## src/rtl/rvfi_seq_pkg.sv

```systemverilog
// Shared definitions for the RVFI order sequencer.
// Holds the default widths and window depth, the derived slot-index width,
// and the retirement entry record used by anything that consumes the
// sequencer's single-channel output in its default configuration.
package rvfi_seq_pkg;

    localparam int DEF_NRET    = 2;
    localparam int DEF_XLEN    = 32;
    localparam int DEF_ORDER_W = 8;
    localparam int DEF_DEPTH   = 8;
    localparam int SLOT_W      = $clog2(DEF_DEPTH);

    // One retired instruction as seen by a single-channel checker.
    typedef struct packed {
        logic [DEF_ORDER_W-1:0] order;
        logic [31:0]            insn;
        logic                   trap;
        logic [DEF_XLEN-1:0]    pc_rdata;
        logic [DEF_XLEN-1:0]    pc_wdata;
    } rvfi_entry_t;

endpackage

```

## src/rtl/rvfi_order_window.sv

```systemverilog
// Per-channel window lookup for the RVFI order sequencer (combinational).
// Given one channel's order and the next order to emit, reports which
// reorder slot the entry maps to, whether the order lies inside the window,
// and whether that slot is already holding an entry.
// Ports:
//   order      in  ORDER_W  incoming instruction order
//   exp_order  in  ORDER_W  next order to be emitted (head)
//   slot_valid in  DEPTH    current slot occupancy flags
//   slot       out SLOT     slot index = order mod DEPTH
//   in_window  out 1        (order - exp_order) mod 2^ORDER_W < DEPTH
//   occupied   out 1        the mapped slot is already valid
module rvfi_order_window
    import rvfi_seq_pkg::*;
#(
    parameter int ORDER_W = DEF_ORDER_W,
    parameter int DEPTH   = DEF_DEPTH
) (
    input  logic [ORDER_W-1:0]         order,
    input  logic [ORDER_W-1:0]         exp_order,
    input  logic [DEPTH-1:0]           slot_valid,
    output logic [$clog2(DEPTH)-1:0]   slot,
    output logic                       in_window,
    output logic                       occupied
);

    localparam int SW = $clog2(DEPTH);

    // Distance ahead of the head; the subtraction wraps naturally.
    logic [ORDER_W-1:0] dist_s;

    assign dist_s    = order - exp_order;
    assign in_window = (dist_s < ORDER_W'(DEPTH));
    // DEPTH is a power of two, so the low bits are the modulo.
    assign slot      = order[SW-1:0];
    assign occupied  = slot_valid[slot];

endmodule

```

## src/rtl/rvfi_order_sequencer.sv

```systemverilog
// RVFI order sequencer: collects up to NRET retirements per cycle from a
// multi-retire core, parks them in a reorder window indexed by order, and
// hands them out one at a time in strictly increasing order on a
// valid/ready channel. Out-of-window and duplicate/colliding entries are
// dropped and flagged with sticky error bits; operation continues.
// Ports:
//   clk, resetn                 clock, asynchronous active-low reset
//   rvfi_valid/order/insn/trap/pc_rdata/pc_wdata   NRET packed input channels
//   out_valid, out_ready        head handshake
//   out_order/insn/trap/pc_rdata/pc_wdata          head payload
//   occupancy                   number of buffered entries
//   err_window, err_dup         sticky error flags
module rvfi_order_sequencer
    import rvfi_seq_pkg::*;
#(
    parameter int NRET    = DEF_NRET,
    parameter int XLEN    = DEF_XLEN,
    parameter int ORDER_W = DEF_ORDER_W,
    parameter int DEPTH   = DEF_DEPTH
) (
    input  logic                       clk,
    input  logic                       resetn,
    input  logic [NRET-1:0]            rvfi_valid,
    input  logic [NRET*ORDER_W-1:0]    rvfi_order,
    input  logic [NRET*32-1:0]         rvfi_insn,
    input  logic [NRET-1:0]            rvfi_trap,
    input  logic [NRET*XLEN-1:0]       rvfi_pc_rdata,
    input  logic [NRET*XLEN-1:0]       rvfi_pc_wdata,
    output logic                       out_valid,
    input  logic                       out_ready,
    output logic [ORDER_W-1:0]         out_order,
    output logic [31:0]                out_insn,
    output logic                       out_trap,
    output logic [XLEN-1:0]            out_pc_rdata,
    output logic [XLEN-1:0]            out_pc_wdata,
    output logic [$clog2(DEPTH):0]     occupancy,
    output logic                       err_window,
    output logic                       err_dup
);

    localparam int SW = $clog2(DEPTH);
    localparam int CW = SW + 1;

    // Window state
    logic [DEPTH-1:0]   slot_valid_r;
    logic [ORDER_W-1:0] slot_order_r    [DEPTH];
    logic [31:0]        slot_insn_r     [DEPTH];
    logic               slot_trap_r     [DEPTH];
    logic [XLEN-1:0]    slot_pc_rdata_r [DEPTH];
    logic [XLEN-1:0]    slot_pc_wdata_r [DEPTH];
    logic [ORDER_W-1:0] exp_order_r;
    logic [CW-1:0]      occupancy_r;
    logic               err_window_r;
    logic               err_dup_r;

    // Per-channel window lookup results
    logic [SW-1:0]      ch_slot_s      [NRET];
    logic [NRET-1:0]    ch_in_window_s;
    logic [NRET-1:0]    ch_occupied_s;

    // Per-slot write decisions for this edge
    logic [DEPTH-1:0]   wr_en_s;
    logic [ORDER_W-1:0] wr_order_s    [DEPTH];
    logic [31:0]        wr_insn_s     [DEPTH];
    logic               wr_trap_s     [DEPTH];
    logic [XLEN-1:0]    wr_pc_rdata_s [DEPTH];
    logic [XLEN-1:0]    wr_pc_wdata_s [DEPTH];
    logic [CW-1:0]      ins_cnt_s;
    logic               set_window_s;
    logic               set_dup_s;

    logic [SW-1:0]      head_s;
    logic               pop_s;

    genvar gc;
    generate
        for (gc = 0; gc < NRET; gc++) begin : g_win
            rvfi_order_window #(
                .ORDER_W (ORDER_W),
                .DEPTH   (DEPTH)
            ) u_win (
                .order      (rvfi_order[gc*ORDER_W +: ORDER_W]),
                .exp_order  (exp_order_r),
                .slot_valid (slot_valid_r),
                .slot       (ch_slot_s[gc]),
                .in_window  (ch_in_window_s[gc]),
                .occupied   (ch_occupied_s[gc])
            );
        end
    endgenerate

    assign head_s = exp_order_r[SW-1:0];
    assign pop_s  = slot_valid_r[head_s] & out_ready;

    // Insertion arbitration: channels are scanned low to high so the lowest
    // channel claims a free slot first; any later claimant of the same slot
    // is a collision. All checks use pre-edge state, so a slot freed by a
    // same-cycle pop is never reused in that cycle.
    always_comb begin
        wr_en_s      = '0;
        ins_cnt_s    = '0;
        set_window_s = 1'b0;
        set_dup_s    = 1'b0;
        for (int s = 0; s < DEPTH; s++) begin
            wr_order_s[s]    = '0;
            wr_insn_s[s]     = '0;
            wr_trap_s[s]     = 1'b0;
            wr_pc_rdata_s[s] = '0;
            wr_pc_wdata_s[s] = '0;
        end
        for (int c = 0; c < NRET; c++) begin
            if (rvfi_valid[c]) begin
                if (!ch_in_window_s[c]) begin
                    set_window_s = 1'b1;
                end else if (ch_occupied_s[c] || wr_en_s[ch_slot_s[c]]) begin
                    set_dup_s = 1'b1;
                end else begin
                    wr_en_s[ch_slot_s[c]]       = 1'b1;
                    wr_order_s[ch_slot_s[c]]    = rvfi_order[c*ORDER_W +: ORDER_W];
                    wr_insn_s[ch_slot_s[c]]     = rvfi_insn[c*32 +: 32];
                    wr_trap_s[ch_slot_s[c]]     = rvfi_trap[c];
                    wr_pc_rdata_s[ch_slot_s[c]] = rvfi_pc_rdata[c*XLEN +: XLEN];
                    wr_pc_wdata_s[ch_slot_s[c]] = rvfi_pc_wdata[c*XLEN +: XLEN];
                    ins_cnt_s                   = ins_cnt_s + CW'(1);
                end
            end else begin
                // idle channel: nothing to insert
                set_window_s = set_window_s;
            end
        end
    end

    // Control state: slot flags, head pointer, occupancy count, sticky errors.
    always_ff @(posedge clk or negedge resetn) begin
        if (!resetn) begin
            slot_valid_r <= '0;
            exp_order_r  <= '0;
            occupancy_r  <= '0;
            err_window_r <= 1'b0;
            err_dup_r    <= 1'b0;
        end else begin
            // A write never targets the head while it is valid (it would be
            // a duplicate), so set and clear cannot hit the same slot.
            for (int s = 0; s < DEPTH; s++) begin
                if (wr_en_s[s]) begin
                    slot_valid_r[s] <= 1'b1;
                end else if (pop_s && (SW'(s) == head_s)) begin
                    slot_valid_r[s] <= 1'b0;
                end
            end
            if (pop_s) begin
                exp_order_r <= exp_order_r + ORDER_W'(1);
            end
            occupancy_r  <= occupancy_r + ins_cnt_s - CW'(pop_s);
            err_window_r <= err_window_r | set_window_s;
            err_dup_r    <= err_dup_r | set_dup_s;
        end
    end

    // Payload storage: written on insertion only, deliberately not reset.
    always_ff @(posedge clk) begin
        for (int s = 0; s < DEPTH; s++) begin
            if (wr_en_s[s]) begin
                slot_order_r[s]    <= wr_order_s[s];
                slot_insn_r[s]     <= wr_insn_s[s];
                slot_trap_r[s]     <= wr_trap_s[s];
                slot_pc_rdata_r[s] <= wr_pc_rdata_s[s];
                slot_pc_wdata_r[s] <= wr_pc_wdata_s[s];
            end
        end
    end

    // Head view: a mux over registered slots, so it is stable while stalled.
    assign out_valid    = slot_valid_r[head_s];
    assign out_order    = slot_order_r[head_s];
    assign out_insn     = slot_insn_r[head_s];
    assign out_trap     = slot_trap_r[head_s];
    assign out_pc_rdata = slot_pc_rdata_r[head_s];
    assign out_pc_wdata = slot_pc_wdata_r[head_s];
    assign occupancy    = occupancy_r;
    assign err_window   = err_window_r;
    assign err_dup      = err_dup_r;

endmodule

```

## config.mk

```make
export PLATFORM = sky130hd
export DESIGN_NAME = rvfi_order_sequencer
export DESIGN_NICKNAME = d
export VERILOG_FILES = /design/src/rtl/rvfi_seq_pkg.sv /design/src/rtl/rvfi_order_window.sv /design/src/rtl/rvfi_order_sequencer.sv
export SDC_FILE = /design/constraint.sdc
export NUM_CORES = 2
export LEC_CHECK = 0
export CORE_UTILIZATION = 30
export CTS_BUF_LIST = sky130_fd_sc_hd__clkbuf_2
export CTS_CLUSTER_DIAMETER = 40
export CTS_CLUSTER_SIZE = 14
export DETAILED_ROUTE_END_ITERATION = 7
export HOLD_SLACK_MARGIN = 0.08
export PLACE_DENSITY_LB_ADDON = 0.1
export SLEW_MARGIN = 40
export SYNTH_ARGS = -nofsm -noshare
export SYNTH_HDL_FRONTEND = slang
export SYNTH_SLANG_ARGS = --single-unit
```

## constraint.sdc

```tcl
create_clock -name clk -period 6.12 [get_ports clk]
set_clock_uncertainty 0.15 [all_clocks]
set_input_delay 1.53 -clock clk [delete_from_list [all_inputs] [get_ports clk]]
set_output_delay 1.53 -clock clk [all_outputs]
set_load 0.02 [all_outputs]
```

After elaboration in Yosys (flattened, before gate mapping)
Memory sizes are Yosys's and may differ from the RTL's.
Cells that the tools add are included.
{ "totals": {"n_memories": 6, "in_bits": 215, "ramBits": 840, "regBits": 22, "output_inout_bits": 112, "wordCells": 190, "rom_bits": 8} }
{ "classes": {"n_reduce_logical": 23, "n_addsub": 6, "n_bitwise": 11, "eq_ne": 7, "n_mux": 114, "magnitude_cmp": 11} }
{ "mem_list": {"columns": ["name", "words", "word_bits", "read_ports", "rd_ports_with_merged_regs", "write_ports", "line", "source"], "rows": [
  ["slot_insn_r", 8, 32, 1, 0, 8, "rvfi_order_sequencer.sv:47", "logic [31:0] slot_insn_r [DEPTH];"],
  ["slot_pc_rdata_r", 8, 32, 1, 0, 8, "rvfi_order_sequencer.sv:49", "logic [XLEN-1:0] slot_pc_rdata_r [DEPTH];"],
  ["slot_pc_wdata_r", 8, 32, 1, 0, 8, "rvfi_order_sequencer.sv:50", "logic [XLEN-1:0] slot_pc_wdata_r [DEPTH];"],
  ["slot_order_r", 8, 8, 1, 0, 8, "rvfi_order_sequencer.sv:46", "logic [ORDER_W-1:0] slot_order_r [DEPTH];"],
  ["(name not given)", 8, 1, 1, 0, 0, "rvfi_order_sequencer.sv:115", "end else if (ch_occupied_s[c] || wr_en_s[ch_slot_s[c]]) begin"],
  ["slot_trap_r", 8, 1, 1, 0, 8, "rvfi_order_sequencer.sv:48", "logic slot_trap_r [DEPTH];"]
]} }
{ "ops": {"columns": ["cell", "n"], "rows": [
  ["$mux 256", 18],
  ["$and 256x256->256", 3],
  ["$bwmux 256", 3],
  ["$mux 64", 6],
  ["$demux 32 s3", 2],
  ["$mux 8", 14],
  ["$and 64x64->64", 1],
  ["$bwmux 64", 1],
  ["$mux 32", 2],
  ["$mux 1", 54],
  ["$demux 8 s3", 2],
  ["$lt 8x4->1 const B", 2],
  ["$reduce_bool 2->1", 8],
  ["$sub 8x8->8", 2],
  ["$bmux 1 s3", 4],
  ["$demux 1 s3", 4],
  ["$eq 3x3->1 const A", 4],
  ["$logic_and 1x1->1", 12],
  ["$lt 3x4->1 const B", 3],
  ["$mux 4", 3],
  ["$add 8x1->8 const B", 1],
  ["$and 8x8->8", 1],
  ["$bwmux 8", 1],
  ["$ge 4x4->1 const B", 2],
  ["other kinds (13)", 19]
]} }

Logic depth before layout (Yosys ltp)
{ "depth": {"ltp_word": 15, "depth_mapped": 19, "mapped_depth_nobuf": 16} }

Modules after synthesis
From an unflattened synthesis, not the netlist that was laid out.
{ "hier_totals": {"hier_cells": 2948, "area_unflattened_um2": 43198.9} }
{ "modules_own_cells": {"columns": ["module", "instances", "seq_area_each_um2", "area_each_um2", "cells_each"], "rows": [
  ["rvfi_order_sequencer", 1, 25774.7, 42540.8, 2870],
  ["rvfi_order_window", 2, 0.0, 329.1, 39]
]} }

Worst setup path before layout
No wires, ideal clock.
{ "synth_path": {"kind": "input port to flip-flop", "from": "input rvfi_order[4]", "to": "memory slot_insn_r[3][0], enable pin", "slack_ns": 0.677, "arrival_ns": 4.874, "required_time_ns": 5.551, "stages": 9, "path_buffers": 1, "setup_ns": 0.419, "path_cell_list": "ha_1 a211oi_1 o21bai_1 a211o_1 nand3_1 o31ai_4 nor4_2 clkbuf_1 or2_2"} }
{ "synth_lines": {"columns": ["item", "line", "source"], "rows": [
  ["start, declared", "rvfi_order_sequencer.sv:24", "input logic [NRET*ORDER_W-1:0] rvfi_order,"],
  ["end, declared", "rvfi_order_sequencer.sv:47", null]
]} }

Worst setup path after layout
{ "layout_path": {"from": "register exp_order_r[1]", "to": "output out_insn[13]"} }
{ "layout_via": {"elab_chain_len": 1} }
{ "layout_lines": {"columns": ["item", "line", "source"], "rows": [
  ["start, declared", "rvfi_order_sequencer.sv:51", "logic [ORDER_W-1:0] exp_order_r;"],
  ["start signal, assigned", "rvfi_order_sequencer.sv:152", "exp_order_r <= exp_order_r + ORDER_W'(1);"],
  ["$mem_v2 8x32", null, null],
  ["end, declared", "rvfi_order_sequencer.sv:32", "output logic [31:0] out_insn,"]
]} }
Every way passes these cells.

==> reports/results.ini <==
[run_status]
status=complete, no violations

[cts]
clockRootBuffer=clkbuf_2
cts_max_path_buffers=3
htreeDepth=4
cts_tree=built
cts_made_buffers=162
clkTransAtPathRegs_ps=130
insertion_delay_ps=1580
clock-sinks=862

[finish]
area_growth_pct=18.8
layout-drive-gt1-share_pct=20.2
final_cell_area_mm2=0.0502
finalNonFillerCells=5070
fin_nets=3281

[synth]
synth.top_cell.area_share_pct=59.7
yosysMostFrequentCell=edfxtp_1
syn_area_per_cell_um2=14.6
synthDistinctLibCells=46
syn-cell-area_mm2=0.0422
synth-edff-count=840
ys_async_sr_fraction_pct=2.55
synth.area.top_cells=edfxtp_1, a22o_1, mux4_2, nand2_1, buf_1
ys_ff_latch=862
synth_cells=2890
ys_top_cells_by_count=edfxtp_1, a22o_1, nand2_1
synth_ff_type=edfxtp_1
yosys_warnings=0
yosys.area.top_type=edfxtp_1
ys_seq_area_share_pct=61.0

[timing]
slew_headroom_pct=27.4
setup_ws_ps=341
whs_ps=379
tns_ps=0
final.period_utilization_pct=94.4
setup_viol=0
max_freq_mhz=173
rsz0062_at_grt=false
fin_crit_ps=5780
slew_violations=0
tightest_slew_ps=1090
finalHoldViolations=0

[global_route]
grt.total_usage_pct=22.2
antenna_found_initial=30
grt_max_degree=109
grt_pass1_wl_um=224000
grt_pass1_vias=29900
gr-total-overflow=0

[place]
post_dp_cell_area_mm2=0.0479
globalplace.congestion=0.772
dp.cells=4746
port_buffers=326
post-place-ws_ps=579
dp_hpwl_um=81400

[floorplan]
core_region_area_mm2=0.140
start_util_pct=30.3
num_io_pins=327
rows=137
dieWidth_um=377
die_area_mm2=0.142
die_height_um=377

[route]
via_per_inst=5.67
drc=0
ant_nets=0
wl_um=160000
vias=28800
drtPass1Iterations=7
drt_iter0_markers=2340
detail_route.wl_per_cell_um=31.7

[worst_setup_path]
cp-start-kind=flop
cp.arrival_ps=4100
crit_path_end_kind=output port
worst-setup-path-type=reg2out
required_ps=4440
path_max_fanout=35

[pwr]
p_per_area_mw_per_mm2=348
p_leak_nw=17.2
ir_worst_vdd_uv=254

[min_path]
hold_class=reg2reg

[job]
max_cap_viol_count=0

[cell type report]
cell class / count / area, um^2
Timing Repair Buffer: 433 / 4930
Sequential cell: 862 / 25800
Clock inverter: 116 / 1250
Tap cell: 1876 / 2350
Fill cell: 13400 / 89400
Inverter: 23 / 88.8
Multi-Input combinational cell: 1559 / 14800
Clock buffer: 186 / 931
Antenna cell: 15 / 37.5
[cell families after synthesis]
| group | count (synthesis) | share of synthesized area (%) |
|---|---|---|
| fa+ha+maj | 25 | 0.758 |
| xor+xnor | 15 | 0.311 |
| buf+inv | 480 | 4.41 |
| other cells | 1 | 0.00888 |
| compound gates | 852 | 17.5 |
| simple gates | 429 | 4.30 |
| mux | 226 | 11.7 |
| flops | 862 | 61.0 |
[sequential cells by signal, indices dropped and copies added, names as in the netlist]
register         flops
slot_insn_r        256
slot_pc_rdata_r    256
slot_pc_wdata_r    256
slot_order_r        64
exp_order_r          8
slot_trap_r          8
slot_valid_r         8
occupancy            4
err_dup              1
err_window           1
[per-stage QoR]
step	total power [mW]	util, %
final	17.5	36.0
after global routing	18.3	36.0
after CTS	17.8	35.9
after detailed placement	13.1	34.3
after global placement	13.0	34.2
after floorplan	10.4	-
[per-layer routing]
layer | track usage, % | up-vias | wire [um]
met4 | 6.28 | 34 | 3490
met1 | 27.7 | 15300 | 64300
met5 | 0 | - | 228
met3 | 5.08 | 268 | 11300
li1 | - | 12000 | -
met2 | 38.3 | 1196 | 81100
[path summary, 6_finish.rpt]
check	slack (ps)	from	endpoint	cells after the start
min in group asynchronous	690	resetn	slot_valid_r[5]	3
worst min-delay path	380	exp_order_r[4]	exp_order_r[4]	1
worst max-delay path	340	exp_order_r[1]	out_insn[13]	7
worst min register to register	380	exp_order_r[4]	exp_order_r[4]	1
max in group asynchronous	4820	resetn	exp_order_r[1]	3
worst max register to register	1710	exp_order_r[1]	occupancy[2]	16
[what timing repair did]
item                                    in CTS  in global routing
hold endpoints to repair                    22                  0
resized for setup                            0                  0
hold buffers                                 1                  0
setup buffers                                4                  0
endpoints found under the setup margin      73                  0
[layout by cell type, fill, tap and decap left out, drive strengths merged, types with 2 or more instances in the layout]
| cell | n |
|---|---|
| edfxtp | 840 |
| a22o | 811 |
| nand2 | 347 |
| clkdlybuf4s50 | 326 |
| mux4 | 214 |
| clkbuf | 186 |
| buf | 104 |
| clkinv | 62 |
| inv | 35 |
| bufinv | 25 |
| ha | 24 |
| dfrtp | 22 |
| or2 | 22 |
| clkinvlp | 17 |
| diode | 15 |
| nor4 | 14 |
| nor2 | 13 |
| conb | 12 |
| a21oi | 10 |
| nand3 | 10 |
| xnor2 | 10 |
| a211o | 9 |
| mux2i | 9 |
| o21ai | 8 |
| nor3 | 7 |
| nor2b | 5 |
| xor2 | 5 |
| a211oi | 3 |
| mux2 | 3 |
| nand2b | 3 |
| a31oi | 3 |
| or4 | 2 |
| nand4 | 2 |
| bufbuf | 2 |
[where the power goes]
| part | internal [mW] | switching [mW] |
|---|---|---|
| sequential | 6.51 | 0.0815 |
| clock | 2.00 | 2.52 |
| combinational | 2.87 | 3.50 |
[worst max-delay path, cell delays in order, from the launching register on]
cell and delay (ps):
dfrtp_4 450, buf_12 220, buf_16 290, bufbuf_16 420, mux4_2 330, nand2_1 80, nand2_1 110, clkdlybuf4s50_1 560
(Power assumes the default switching activity.)
